<file path="src/rtl/ocm_amo_pkg.sv">
// Shared op codes, FSM encoding and SC result values for the OCM atomic sequencer.
package ocm_amo_pkg;

    localparam logic [3:0] OP_LOAD  = 4'd0;
    localparam logic [3:0] OP_STORE = 4'd1;
    localparam logic [3:0] OP_SWAP  = 4'd2;
    localparam logic [3:0] OP_ADD   = 4'd3;
    localparam logic [3:0] OP_AND   = 4'd4;
    localparam logic [3:0] OP_OR    = 4'd5;
    localparam logic [3:0] OP_XOR   = 4'd6;
    localparam logic [3:0] OP_MIN   = 4'd7;
    localparam logic [3:0] OP_MAX   = 4'd8;
    localparam logic [3:0] OP_MINU  = 4'd9;
    localparam logic [3:0] OP_MAXU  = 4'd10;
    localparam logic [3:0] OP_LR    = 4'd11;
    localparam logic [3:0] OP_SC    = 4'd12;

    localparam logic [31:0] SC_OK   = 32'd0;
    localparam logic [31:0] SC_FAIL = 32'd1;

    typedef enum logic [1:0] {
        ST_IDLE = 2'd0,
        ST_RD   = 2'd1,
        ST_EX   = 2'd2
    } state_t;

endpackage

</file>
<file path="src/rtl/ocm_amo_alu.sv">
// Combinational read-modify-write datapath: computes the new word and whether the op writes.
// SC is reported as non-writing here; the sequencer qualifies it with the reservation check.
module ocm_amo_alu
    import ocm_amo_pkg::*;
(
    input  logic [3:0]  i_op,
    input  logic [31:0] i_old,
    input  logic [31:0] i_wdata,
    output logic [31:0] o_new,
    output logic        o_we
);

    always_comb begin
        o_new = i_old;
        o_we  = 1'b0;
        case (i_op)
            OP_STORE, OP_SWAP: begin o_new = i_wdata;           o_we = 1'b1; end
            OP_ADD:            begin o_new = i_old + i_wdata;   o_we = 1'b1; end
            OP_AND:            begin o_new = i_old & i_wdata;   o_we = 1'b1; end
            OP_OR:             begin o_new = i_old | i_wdata;   o_we = 1'b1; end
            OP_XOR:            begin o_new = i_old ^ i_wdata;   o_we = 1'b1; end
            OP_MIN: begin
                o_new = ($signed(i_old) < $signed(i_wdata)) ? i_old : i_wdata;
                o_we  = 1'b1;
            end
            OP_MAX: begin
                o_new = ($signed(i_old) > $signed(i_wdata)) ? i_old : i_wdata;
                o_we  = 1'b1;
            end
            OP_MINU: begin o_new = (i_old < i_wdata) ? i_old : i_wdata; o_we = 1'b1; end
            OP_MAXU: begin o_new = (i_old > i_wdata) ? i_old : i_wdata; o_we = 1'b1; end
            OP_SC:   begin o_new = i_wdata; o_we = 1'b0; end
            default: begin o_new = i_old;   o_we = 1'b0; end
        endcase
    end

endmodule

</file>
<file path="src/rtl/ocm_amo_sequencer.sv">
// Two-core atomic-op sequencer owning one OCM port: IDLE -> RD -> EX per op, round-robin grant.
// Define OCM_AMO_LRSC_EN to compile in per-core LR/SC reservations.
module ocm_amo_sequencer
    import ocm_amo_pkg::*;
#(
    parameter int ADDR_BITS = 12
) (
    input  logic                 clk,
    input  logic                 rst,
    input  logic                 i_req_1,
    input  logic [3:0]           i_op_1,
    input  logic [ADDR_BITS-1:0] i_addr_1,
    input  logic [31:0]          i_wdata_1,
    output logic                 o_ack_1,
    output logic [31:0]          o_rdata_1,
    input  logic                 i_req_2,
    input  logic [3:0]           i_op_2,
    input  logic [ADDR_BITS-1:0] i_addr_2,
    input  logic [31:0]          i_wdata_2,
    output logic                 o_ack_2,
    output logic [31:0]          o_rdata_2,
    output logic [ADDR_BITS-1:0] o_mem_addr,
    output logic [31:0]          o_mem_wdata,
    output logic [3:0]           o_mem_we,
    input  logic [31:0]          i_mem_rdata
);

    state_t                 r_state, w_next;
    logic                   r_win;   // 0: core 1, 1: core 2
    logic                   r_last;  // core last granted, same encoding
    logic [3:0]             r_op;
    logic [ADDR_BITS-1:0]   r_addr;
    logic [31:0]            r_wdata;
    logic [31:0]            r_rdata_1, r_rdata_2;

    logic                   w_any, w_gnt2, w_ex, w_we, w_sc_ok, w_alu_we;
    logic [31:0]            w_alu_new, w_result;

    assign w_any  = i_req_1 | i_req_2;
    // Core 2 wins when alone, or when both request and core 1 was served last.
    assign w_gnt2 = i_req_2 & (~i_req_1 | ~r_last);
    assign w_ex   = (r_state == ST_EX);

    always_comb begin
        w_next = r_state;
        case (r_state)
            ST_IDLE: if (w_any) w_next = ST_RD;
            ST_RD:   w_next = ST_EX;
            ST_EX:   w_next = ST_IDLE;
            default: w_next = ST_IDLE;
        endcase
    end

    always_ff @(posedge clk or posedge rst) begin
        if (rst) begin
            r_state <= ST_IDLE;
            r_win   <= 1'b0;
            r_last  <= 1'b1;
            r_op    <= OP_LOAD;
            r_addr  <= '0;
            r_wdata <= '0;
        end else begin
            r_state <= w_next;
            if (r_state == ST_IDLE && w_any) begin
                r_win   <= w_gnt2;
                r_last  <= w_gnt2;
                r_op    <= w_gnt2 ? i_op_2    : i_op_1;
                r_addr  <= w_gnt2 ? i_addr_2  : i_addr_1;
                r_wdata <= w_gnt2 ? i_wdata_2 : i_wdata_1;
            end
        end
    end

    ocm_amo_alu u_alu (
        .i_op    (r_op),
        .i_old   (i_mem_rdata),
        .i_wdata (r_wdata),
        .o_new   (w_alu_new),
        .o_we    (w_alu_we)
    );

`ifdef OCM_AMO_LRSC_EN
    logic [1:0]                r_rsv_vld;
    logic [1:0][ADDR_BITS-1:0] r_rsv_addr;

    assign w_sc_ok = r_rsv_vld[r_win] && (r_rsv_addr[r_win] == r_addr);

    // Later assignments win: a core's own LR/SC update overrides the snoop clear.
    always_ff @(posedge clk or posedge rst) begin
        if (rst) begin
            r_rsv_vld  <= '0;
            r_rsv_addr <= '0;
        end else if (w_ex) begin
            for (int c = 0; c < 2; c++)
                if (w_we && r_rsv_addr[c] == r_addr) r_rsv_vld[c] <= 1'b0;
            if (r_op == OP_LR) begin
                r_rsv_vld[r_win]  <= 1'b1;
                r_rsv_addr[r_win] <= r_addr;
            end else if (r_op == OP_SC) begin
                r_rsv_vld[r_win]  <= 1'b0;
            end
        end
    end
`else
    assign w_sc_ok = 1'b0;
`endif

    assign w_we = w_ex & (w_alu_we | ((r_op == OP_SC) & w_sc_ok));

    always_comb begin
        w_result = i_mem_rdata;
        if (r_op == OP_SC)     w_result = w_sc_ok ? SC_OK : SC_FAIL;
        else if (r_op > OP_SC) w_result = '0;
    end

    always_ff @(posedge clk or posedge rst) begin
        if (rst) begin
            r_rdata_1 <= '0;
            r_rdata_2 <= '0;
        end else if (w_ex) begin
            if (r_win) r_rdata_2 <= w_result;
            else       r_rdata_1 <= w_result;
        end
    end

    // Result is visible combinationally in the ack cycle, then held in the register.
    assign o_ack_1     = w_ex & ~r_win;
    assign o_ack_2     = w_ex &  r_win;
    assign o_rdata_1   = o_ack_1 ? w_result : r_rdata_1;
    assign o_rdata_2   = o_ack_2 ? w_result : r_rdata_2;
    assign o_mem_addr  = r_addr;
    assign o_mem_wdata = w_ex ? w_alu_new : 32'd0;
    assign o_mem_we    = w_we ? 4'hF : 4'h0;

endmodule

</file>
<file path="config.mk">
export PLATFORM = sky130hd
export DESIGN_NAME = ocm_amo_sequencer
export DESIGN_NICKNAME = d
export VERILOG_FILES = /design/src/rtl/ocm_amo_pkg.sv /design/src/rtl/ocm_amo_alu.sv /design/src/rtl/ocm_amo_sequencer.sv
export SDC_FILE = /design/constraint.sdc
export NUM_CORES = 1
export LEC_CHECK = 0
export CAP_MARGIN = 20
export CELL_PAD_IN_SITES_DETAIL_PLACEMENT = 2
export CELL_PAD_IN_SITES_GLOBAL_PLACEMENT = 2
export CORE_AREA = 2 2 215 154
export CTS_CLUSTER_DIAMETER = 80
export DETAILED_ROUTE_END_ITERATION = 7
export DIE_AREA = 0 0 217 156
export DONT_BUFFER_PORTS = 1
export PLACE_DENSITY_LB_ADDON = 0.1
export REMOVE_ABC_BUFFERS = 1
export SETUP_SLACK_MARGIN = 0.1
export SYNTH_ARGS = -nofsm -noshare
export SYNTH_HDL_FRONTEND = slang
export SYNTH_SLANG_ARGS = --single-unit
</file>
<file path="constraint.sdc">
create_clock -name clk -period 4.48 [get_ports clk]
set_input_delay 0.672 -clock clk [delete_from_list [all_inputs] [get_ports clk]]
set_output_delay 0.672 -clock clk [all_outputs]
set_load 0.03 [all_outputs]
</file>
# == After elaboration in Yosys (flattened, before gate mapping) ==
# Cells that the tools add are included.
# word_totals
inputBits,132
out_inout_bits,114
reg_bits,116
wordCells,63
# op_classes
muxes,17
reduce_logical,6
n_bitwise,12
order_cmp,5
addsub,1
n_eq_ne,14
# op_table
cell,count
$mux W32,10
$pmux W32 S9,1
$gt A32 B32 Y1,2
$lt A32 B32 Y1,2
$add A32 B32 Y32,1
$and A32 B32 Y32,1
$or A32 B32 Y32,1
$xor A32 B32 Y32,1
$eq A4 B3 Y1 const B,4
$eq A4 B4 Y1 const B,4
$mux W12,1
$reduce_or A10 Y1,1
$eq A4 B2 Y1 const B,2
$mux W4,2
$and A1 B1 Y1,4
$eq A4 B1 Y1 const B,1
$gt A4 B4 Y1 const B,1
$pmux W2 S2,1
$reduce_and A2 Y1,2
$not A1 Y1,3
$reduce_or A3 Y1,1
$eq A2 B1 Y1 const B,1
$eq A2 B2 Y1 const B,1
$logic_not A2 Y1,1
other kinds (5),6

# == Logic depth before layout (Yosys ltp) ==
# logic_depth
depth_word,5
depth_mapped,15
mapped_depth_nobuf,12

# == Hierarchy ==
# Synthesis repeated with hierarchy kept, for this count alone.
# unflattened
hier_cells,1309
area_unflattened_um2,10660.2
# modules_own_cells
module,area_per_inst_um2,n_inst,cells_each,seq_area_each_um2
ocm_amo_sequencer,5566.6,1,526,2904.0
ocm_amo_alu,5093.6,1,783,0.0

# == Worst setup path before layout ==
# OpenSTA, ideal clock, no wires.
# synth_timing
path_kind,input to output
startpoint,input port i_mem_rdata[0]
endpoint,output port o_mem_wdata[28]
path_buffers,0
required_time_ps,3808
cell_stages,12
setup_slack_ps,-146
arrival_ps,3954
path_cell_list,ha_1 -> fa_1 -> a21o_1 -> and4_1 -> a211oi_1 -> a211oi_2 -> a31oi_1 -> o31ai_1 -> o32a_1 -> xor2_1 -> nand2_1 -> a221oi_1
# synth_via
elab_chain_len,4
elab_cells_between_ends,11
classes_between,1 x add/sub; 4 x order compare; 6 x mux
# synth_rtl
item,line_no,source
start: declaration,ocm_amo_sequencer.sv:25,input logic [31:0] i_mem_rdata
"$gt A32 B32 Y1, or another cell as far along",ocm_amo_alu.sv:31,OP_MAXU: begin o_new = (i_old > i_wdata) ? i_old : i_wdata; o_we = 1'b1; end
$mux W32 (on tied branches),-,
$pmux W32 S9 (*),ocm_amo_alu.sv:16,case (i_op)
$mux W32 (*),ocm_amo_sequencer.sv:132,assign o_mem_wdata = w_ex ? w_alu_new : 32'd0;
end: declaration,ocm_amo_sequencer.sv:23,"output logic [31:0] o_mem_wdata,"
# Every way passes the cells marked *; elsewhere a longest branch is shown, timed or not.

# == Worst setup path in the final report ==
# layout_timing
startpoint,register r_wdata[25]
endpoint,output port o_mem_wdata[25]
# layout_via
elab_chain_len,4
elab_cells_between_ends,14
classes_between,1 x add/sub; 4 x order compare; 6 x mux; 3 x bitwise
# layout_rtl
item,line_no,source
start: declaration,ocm_amo_sequencer.sv:33,logic [31:0] r_wdata;
start signal: assignment,ocm_amo_sequencer.sv:69,r_wdata <= w_gnt2 ? i_wdata_2 : i_wdata_1;
"$gt A32 B32 Y1, or another cell as far along",ocm_amo_alu.sv:31,
$mux W32 (on tied branches),-,
$pmux W32 S9 (*),ocm_amo_alu.sv:16,
$mux W32 (*),ocm_amo_sequencer.sv:132,
# Marked as above.

==> metrics.md <==
| Metric | Value |
|---|---|
| Max incr delay on CP | 0.40 ns |
| DIE AREA | around 34,000 um2 |
| Final hold violation count | 0 |
| VDD IR-drop max | approximately 300 uV |
| Setup slack after layout | -0.0351 ns |
| Synth warn | 0 |
| Status | finished with violations |
| Final Max Tran Viols | 0 |
| Pwr dens | a little over 900 nW/um2 |
| Final core utilization | around 41% |
| Total GRT Usage | around 24% |
| Critical Path Sink Type | primary output |
| 1st-iter DRT viols | 463 |
| WL final | 40,700 um |
| Max Clk Rate | 221 MHz |
| Initial antenna violation count | 0 |
| Mean post-synth cell area | around 8 um2 |
| # clock sinks | roughly 120 |
| CP delay by family, top | compound AO/OA/AOI/OAI gates |
| Longest Clk Path Bufs | 2 |
| Asr flop ratio synth | between 90% and 100% |
| Overall power | ~12 mW |
| Placer congestion estimate | around 0.83 |
| CP Buf/Inv Count | 3 |
| Synth Register Bits | about 120 |
| Max_slew headroom | between 20% and 30% |
| # rows | 55 |
| CORE AREA | about 32,000 um2 |
| Worst R2R Setup Slack | about 1.8 ns |
| Routed len/inst | 23.3 um |
| Period minus WS final | around 4.5 ns |
| Fill cells | 3,532 |
| Share of cells above drive strength 1 | between 30% and 40% |
| EDFF count, synth | 0 |
| Worst setup path category | reg -> out |
| Seq/Total Area, Yosys | around 30% |
| Largest net degree at the start of global routing | 52 |
| Pleak | between 5 and 6 nW |
| Root buffer cell | clkbuf_16 |
| Vias per cell | around 5.3 |
| Setup violators final | 15 |
| Crit-path cells | inv_2 -> ha_4 -> nor4_4 -> nand4_1 -> a21oi_2 -> a41oi_2 -> a32o_2 -> a21o_1 -> a211oi_4 -> nand2_4 -> buf_12 -> a221oi_2 -> a221oi_1 -> buf_4 |
| CTS tree | yes |
| GRT overflow | 0 |
| Top_reg_cell synth | dfrtp_1 |
| Netlist Area Pre-Place | around 9400 um2 |
| Final layout net count | 1,532 |
| Ant. Diodes | 0 |
| Vias in the first global route | between 10,000 and 15,000 |
| Starting Density | 29.6% |
| Max cap viols | 0 |
| Drt first pass iters | 4 |
| Die W | roughly 220 um |
| Synth-to-Final Area Change | 37.1% |
| CP required | 3.81 ns |
| RSZ-0062 raised after global routing | true |
| Io pins | around 250 |
| Most frequent cells in the layout | buf_4 (190), nand2_1 (187), o21ai_0 (140) |
| Final antenna-violating net count | 0 |
| Critical Path Slowest Stage Cell | dfrtp_1 |
| Commonest non-fill, non-tap cell in the layout | buf_4 |
| Total CTS buffers | 17 |
| Dpl hpwl | about 29,000 um |
| Global-route wire length before repair | between 60,000 and 70,000 um |
| Final Skew | a little over 0.009 ns |
| Netlist cell types | just under 70 |
| CTS Hold Bufs | 0 |
| CTS clk-pin slew, worst paths | 0.06 ns |
| Synthesized instance count | roughly 1,200 |
| Via Count | 9,270 |
| Failing checks | setup timing |
| Fin crit share | 101% |
| HP Class | in -> async |
| CP max FO | 7 |
| CP arrival | roughly 3.8 ns |
| Remaining DRCs | 0 |
| H-tree Lvls | 4 |
| Setup crit start kind | flop |
| Die Y | approximately 160 um |
| Later-pin clock latency in the skew report | approximately 0.45 ns |
| Worst slew pin tran | between 1 and 1.5 ns |
| Port Buffer Count | 0 |
| Hold Slack | about 0.093 ns |
==> logic make-up (layout without fill, tap and decap cells) <==
group,Yosys count,after routing,share of synthesized area (%)
AOI/OAI and AO/OA,366,366,25.3
and+or+nand+nor,338,338,16.0
buffers and inverters,165,324,7.05
DFF,116,116,30.9
adders and majority gates,98,98,13.1
muxes,55,55,5.88
xor gates and xnor gates,19,19,1.77
==> cell type report <==
type                            count  area, um2  share of cell area [%]
Multi-Input combinational cell    876       6810                    52.8
Sequential cell                   116       2910                    22.5
Timing Repair Buffer              211       1700                    13.2
Tap cell                          427        534                    4.14
Clock buffer                       21        480                    3.73
Inverter                           81        309                    2.40
Clock inverter                     11        150                    1.16
==> final timing paths <==
path / from / endpoint / depth (start not counted)
max: r_wdata[25] / o_mem_wdata[25] / 14
min: rst / r_rdata_1[10] / 1
max reg2reg: r_op[3] / r_rdata_1[11] / 3
min reg2reg: r_state[1] / r_state[1] / 1
max in group asynchronous: rst / r_wdata[22] / 2
min in group clk: i_wdata_1[26] / r_wdata[26] / 2
==> worst reg2reg max path, cell delays in order (launching register included) <==
cell and delay [ns]:
dfrtp_1 0.59, nand2_2 0.85, nand2_1 0.18, o21ai_0 0.89
==> per-stage QoR <==
step	cell area [um2]	setup slack (ns)	setup TNS [ns]	std cells
4_1_cts	12500	-0.00325	-0.00602	1733
6_report	12900	-0.0351	-0.272	1743
3_5_place_dp	10900	-0.364	-7.55	1671
2_1_floorplan	9050	-2.10	-108.39	1073
3_3_place_gp	10900	-0.342	-6.68	1671
5_1_grt	12900	-0.180	-3.67	1743
==> registers in the layout, indices dropped and copies added, names as in the netlist <==
| name | cells |
|---|---|
| r_rdata_1 | 32 |
| r_rdata_2 | 32 |
| r_wdata | 32 |
| r_last | 1 |
| r_op | 4 |
| o_mem_addr | 12 |
| r_win | 1 |
| r_state | 2 |
==> repair_timing <==
item                                    CTS  global route
setup buffers                            29             7
pin swaps                                50            20
gates cloned                              1             0
endpoints found under the setup margin   32            32
hold endpoints to repair                  0             0
gates resized for setup                 133            44
==> power by group <==
group	total [mW]	internal, mW	switching [mW]
clock network	1.51	0.934	0.571
logic	8.42	3.24	5.18
registers	2.00	1.56	0.439
total	11.9	5.74	6.19
==> synthesized netlist by cell type (9+ instances only) <==
library cell	number	share of area (%)
xnor2_1	14	1.3
inv_1	80	3.2
nor2b_1	9	0.60
nor3_1	18	0.96
nand2_1	191	7.6
nor2_1	59	2.4
a21oi_1	59	3.1
clkbuf_1	66	2.6
a211oi_1	13	1.0
nand3_1	16	0.85
mux2i_1	53	5.6
a221oi_2	10	1.6
a22oi_1	13	1.0
a21o_1	20	1.6
a221oi_1	30	2.8
a31oi_1	11	0.73
dfrtp_1	115	31
nand2b_1	11	0.73
o211ai_1	18	1.4
o21ai_0	146	7.8
ha_1	96	13
==> routing by layer <==
layer / vias to the layer above / global-route usage [%] / routed length [um]
met4: 0 / 4.89 / 374
met3: 24 / 4.56 / 1870
met5: - / 0 / 0
li1: 4371 / - / -
met2: 178 / 37.7 / 18200
met1: 4697 / 34.3 / 20200
Note: power is estimated with default switching activity, not from simulation.
==> edit: new RTL, config.mk and constraints unchanged <==
The option `OCM_AMO_LRSC_EN` is turned on by a define.
--- a/src/rtl/ocm_amo_sequencer.sv
+++ b/src/rtl/ocm_amo_sequencer.sv
@@ -2,2 +2,4 @@
 // Define OCM_AMO_LRSC_EN to compile in per-core LR/SC reservations.
+`define OCM_AMO_LRSC_EN
+
 module ocm_amo_sequencer
Behaviour: not the same (Yosys sat finds a counterexample within 10 cycles, from zero or initial values and one cycle with rst high).
==> edit against the unedited design <==
Core utilization up 4.4 points; setup slack worse by 17 ps; final area increased by 11%; wire length grew 11%; sequential power is 26% higher; total power increased by 7.5%; sequential cell count rose by 26; critical path type unchanged; global-route usage increased by 2.0 points; the run still ends with negative setup slack left; area after synthesis up 19%.
==> edit: results (changes against the unedited design) <==
* Status: finished with violations
* Failing checks: negative setup slack
* Root Driver: clkbuf_16
* Metal2 WL at 21,100 um (+16%)
* Global Route Usage Sum at 0.261 (+0.0203)
* Peak VDD IR at 0.308 mV (+1.5%)
* P_leak at 6.46 nW (+9.8%)
* Top Registers: r_rdata_1 (32), r_rdata_2 (32), r_wdata (32)
* DR vias at 10,600 (+14%)
* Layout cells sized above 1 at 0.269 (-0.0317)
* Clk_skew at 13.5 ps (+4.32 ps)
* Initial DRC Count at 494 (+6.7%)
* Post-Synth XOR/XNOR Area at 0.0352 (+0.0175)
* Layout Nets at 1,650 (+7.7%)
* Highest Signal Layer: met4
* Setup TNS Final at -148 ps (+124 ps)
* Placement Setup Slack at -89.9 ps (+274 ps)
* Met3 routed WL at 1720 um (-7.8%)
* TritonCTS Buffers at 17 (unchanged)
* Slowest stage delay, CP at 460 ps (+60 ps)
* Clk pin slew, worst setup/hold paths at 70 ps
* Post-synth top cells: nand2_1 (149), dfrtp_1 (141), nor2_1 (109), o21ai_0 (109), a21oi_1 (108)
* DP HPWL at 31,300 um (+8.7%)
* Arrival time at the worst endpoint at 3860 ps (+20 ps)
* Synth async-reset ratio at 1.00 (unchanged)
* Setup ws final at -51.7 ps (-16.6 ps)
* Top delay family on crit path: compound AO/OA/AOI/OAI gates
* Synth unique cells at 80 (+18%)
* Multiplexer share of the synthesized area at 0.0742 (+0.0154)
* Area share of fa/ha/maj cells after synthesis at 0.110 (-0.0209)
* Leading post-synthesis cells by cell area: dfrtp_1 (32%), ha_1 (11%), mux2i_1 (5.0%), nand2_1 (5.0%), o21ai_0 (4.9%)
* Yosys warning count at 0 (unchanged)
* Least-Margin Pin Slew at 1210 ps (+123 ps)
* Register area share after synthesis at 0.318 (+0.00884)
* First-pass GRT wire length at 67,800 um (+9.3%)
* Compound-Gate Fraction of Synth Area at 0.247 (-0.00605)
* Met1 WL at 21,600 um (+6.9%)
* DRT Pass-1 Iters at 5 (+1)
* CP max-delay cell: o41a_1
* Initial antenna violation count at 0 (unchanged)
* Placer Congestion at 0.844 (+2.2%)
* Port bufs at 0 (unchanged)
* Total wire length at 45,100 um (+11%)
* H-tree depth at 4 (unchanged)
* Largest net degree at the start of global routing at 99 (+90%)
* Worst Path Max Fanout at 5 (-2)
* Setup violations, final at 6 (-9)
* Fillers at 3,456 (-2.2%)
-- edit: changes by cell type after synthesis, sizes merged, moves of 23 or more --
cell / change
buf: +23
o21ai: -38
a21oi: +51
nor2: +50
dfrtp: +26
nand2: -43
-- edit: report_power, final --
| group | internal, mW | switching, mW | total, mW |
|---|---|---|---|
| sequential | 1.88 | 0.633 | 2.51 |
| combinational | 3.41 | 5.40 | 8.81 |
| clock | 0.796 | 0.703 | 1.50 |
-- edit: logic make-up after synthesis --
group,count (synthesis)
and+or+nand+nor,355
AOI/OAI and AO/OA,411
adders and majority gates,98
buffers and inverters,182
muxes,80
xor gates and xnor gates,45
DFF,142
-- edit: worst paths after layout --
| kind | startpoint | endpoint | slack (ps) | cells past startpoint |
|---|---|---|---|---|
| setup / recovery | r_wdata[11]$_DFFE_PP0P_ | o_mem_wdata[15] | -50 | 15 |
| hold / removal | rst | o_mem_addr[3]$_DFFE_PP0P_ | 150 | 1 |
| setup reg to reg | r_state[1]$_DFFE_PP0P_ | r_rdata_2[3]$_DFFE_PP0P_ | 1600 | 4 |
| max in group asynchronous | rst | r_rdata_1[23]$_DFFE_PP0P_ | 3440 | 2 |
| hold reg to reg | r_rsv_vld[1]$_DFFE_PP0P_ | r_rsv_vld[1]$_DFFE_PP0P_ | 490 | 1 |
| min in group clk | i_req_1 | r_last$_DFFE_PP1P_ | 280 | 1 |
-- edit: per-stage QoR --
step,utilization,cell area [sq um],instances
2_1_floorplan,-,10700,1216
5_1_grt,0.449,14300,1861
4_1_cts,0.432,13700,1846
3_3_place_gp,0.391,12400,1784
6_report,0.449,14300,1861
3_5_place_dp,0.391,12400,1784
-- edit: timing repair --
action	4_1_cts	5_1_grt
resized for setup	88	79
buffers inserted	30	11
cloned	0	2
setup endpoints to repair	32	32
pin swaps	38	36
-- edit: final cells by class --
class,instances,area [sq um],share of cell area
inverters,85,327,0.0229
multi-input cells,989,7630,0.535
flip-flops and latches,142,3560,0.249
repair buffers,186,1630,0.114
clock buffers,17,425,0.0298
well taps,427,534,0.0374
clock inverters,15,170,0.0119
-- edit: metal layers --
metal | up-vias | global-route usage
li1 | 4885 | -
met1 | 5410 | 0.358
met2 | 235 | 0.422
met3 | 46 | 0.0499
met4 | 0 | 0.0646
met5 | - | 0
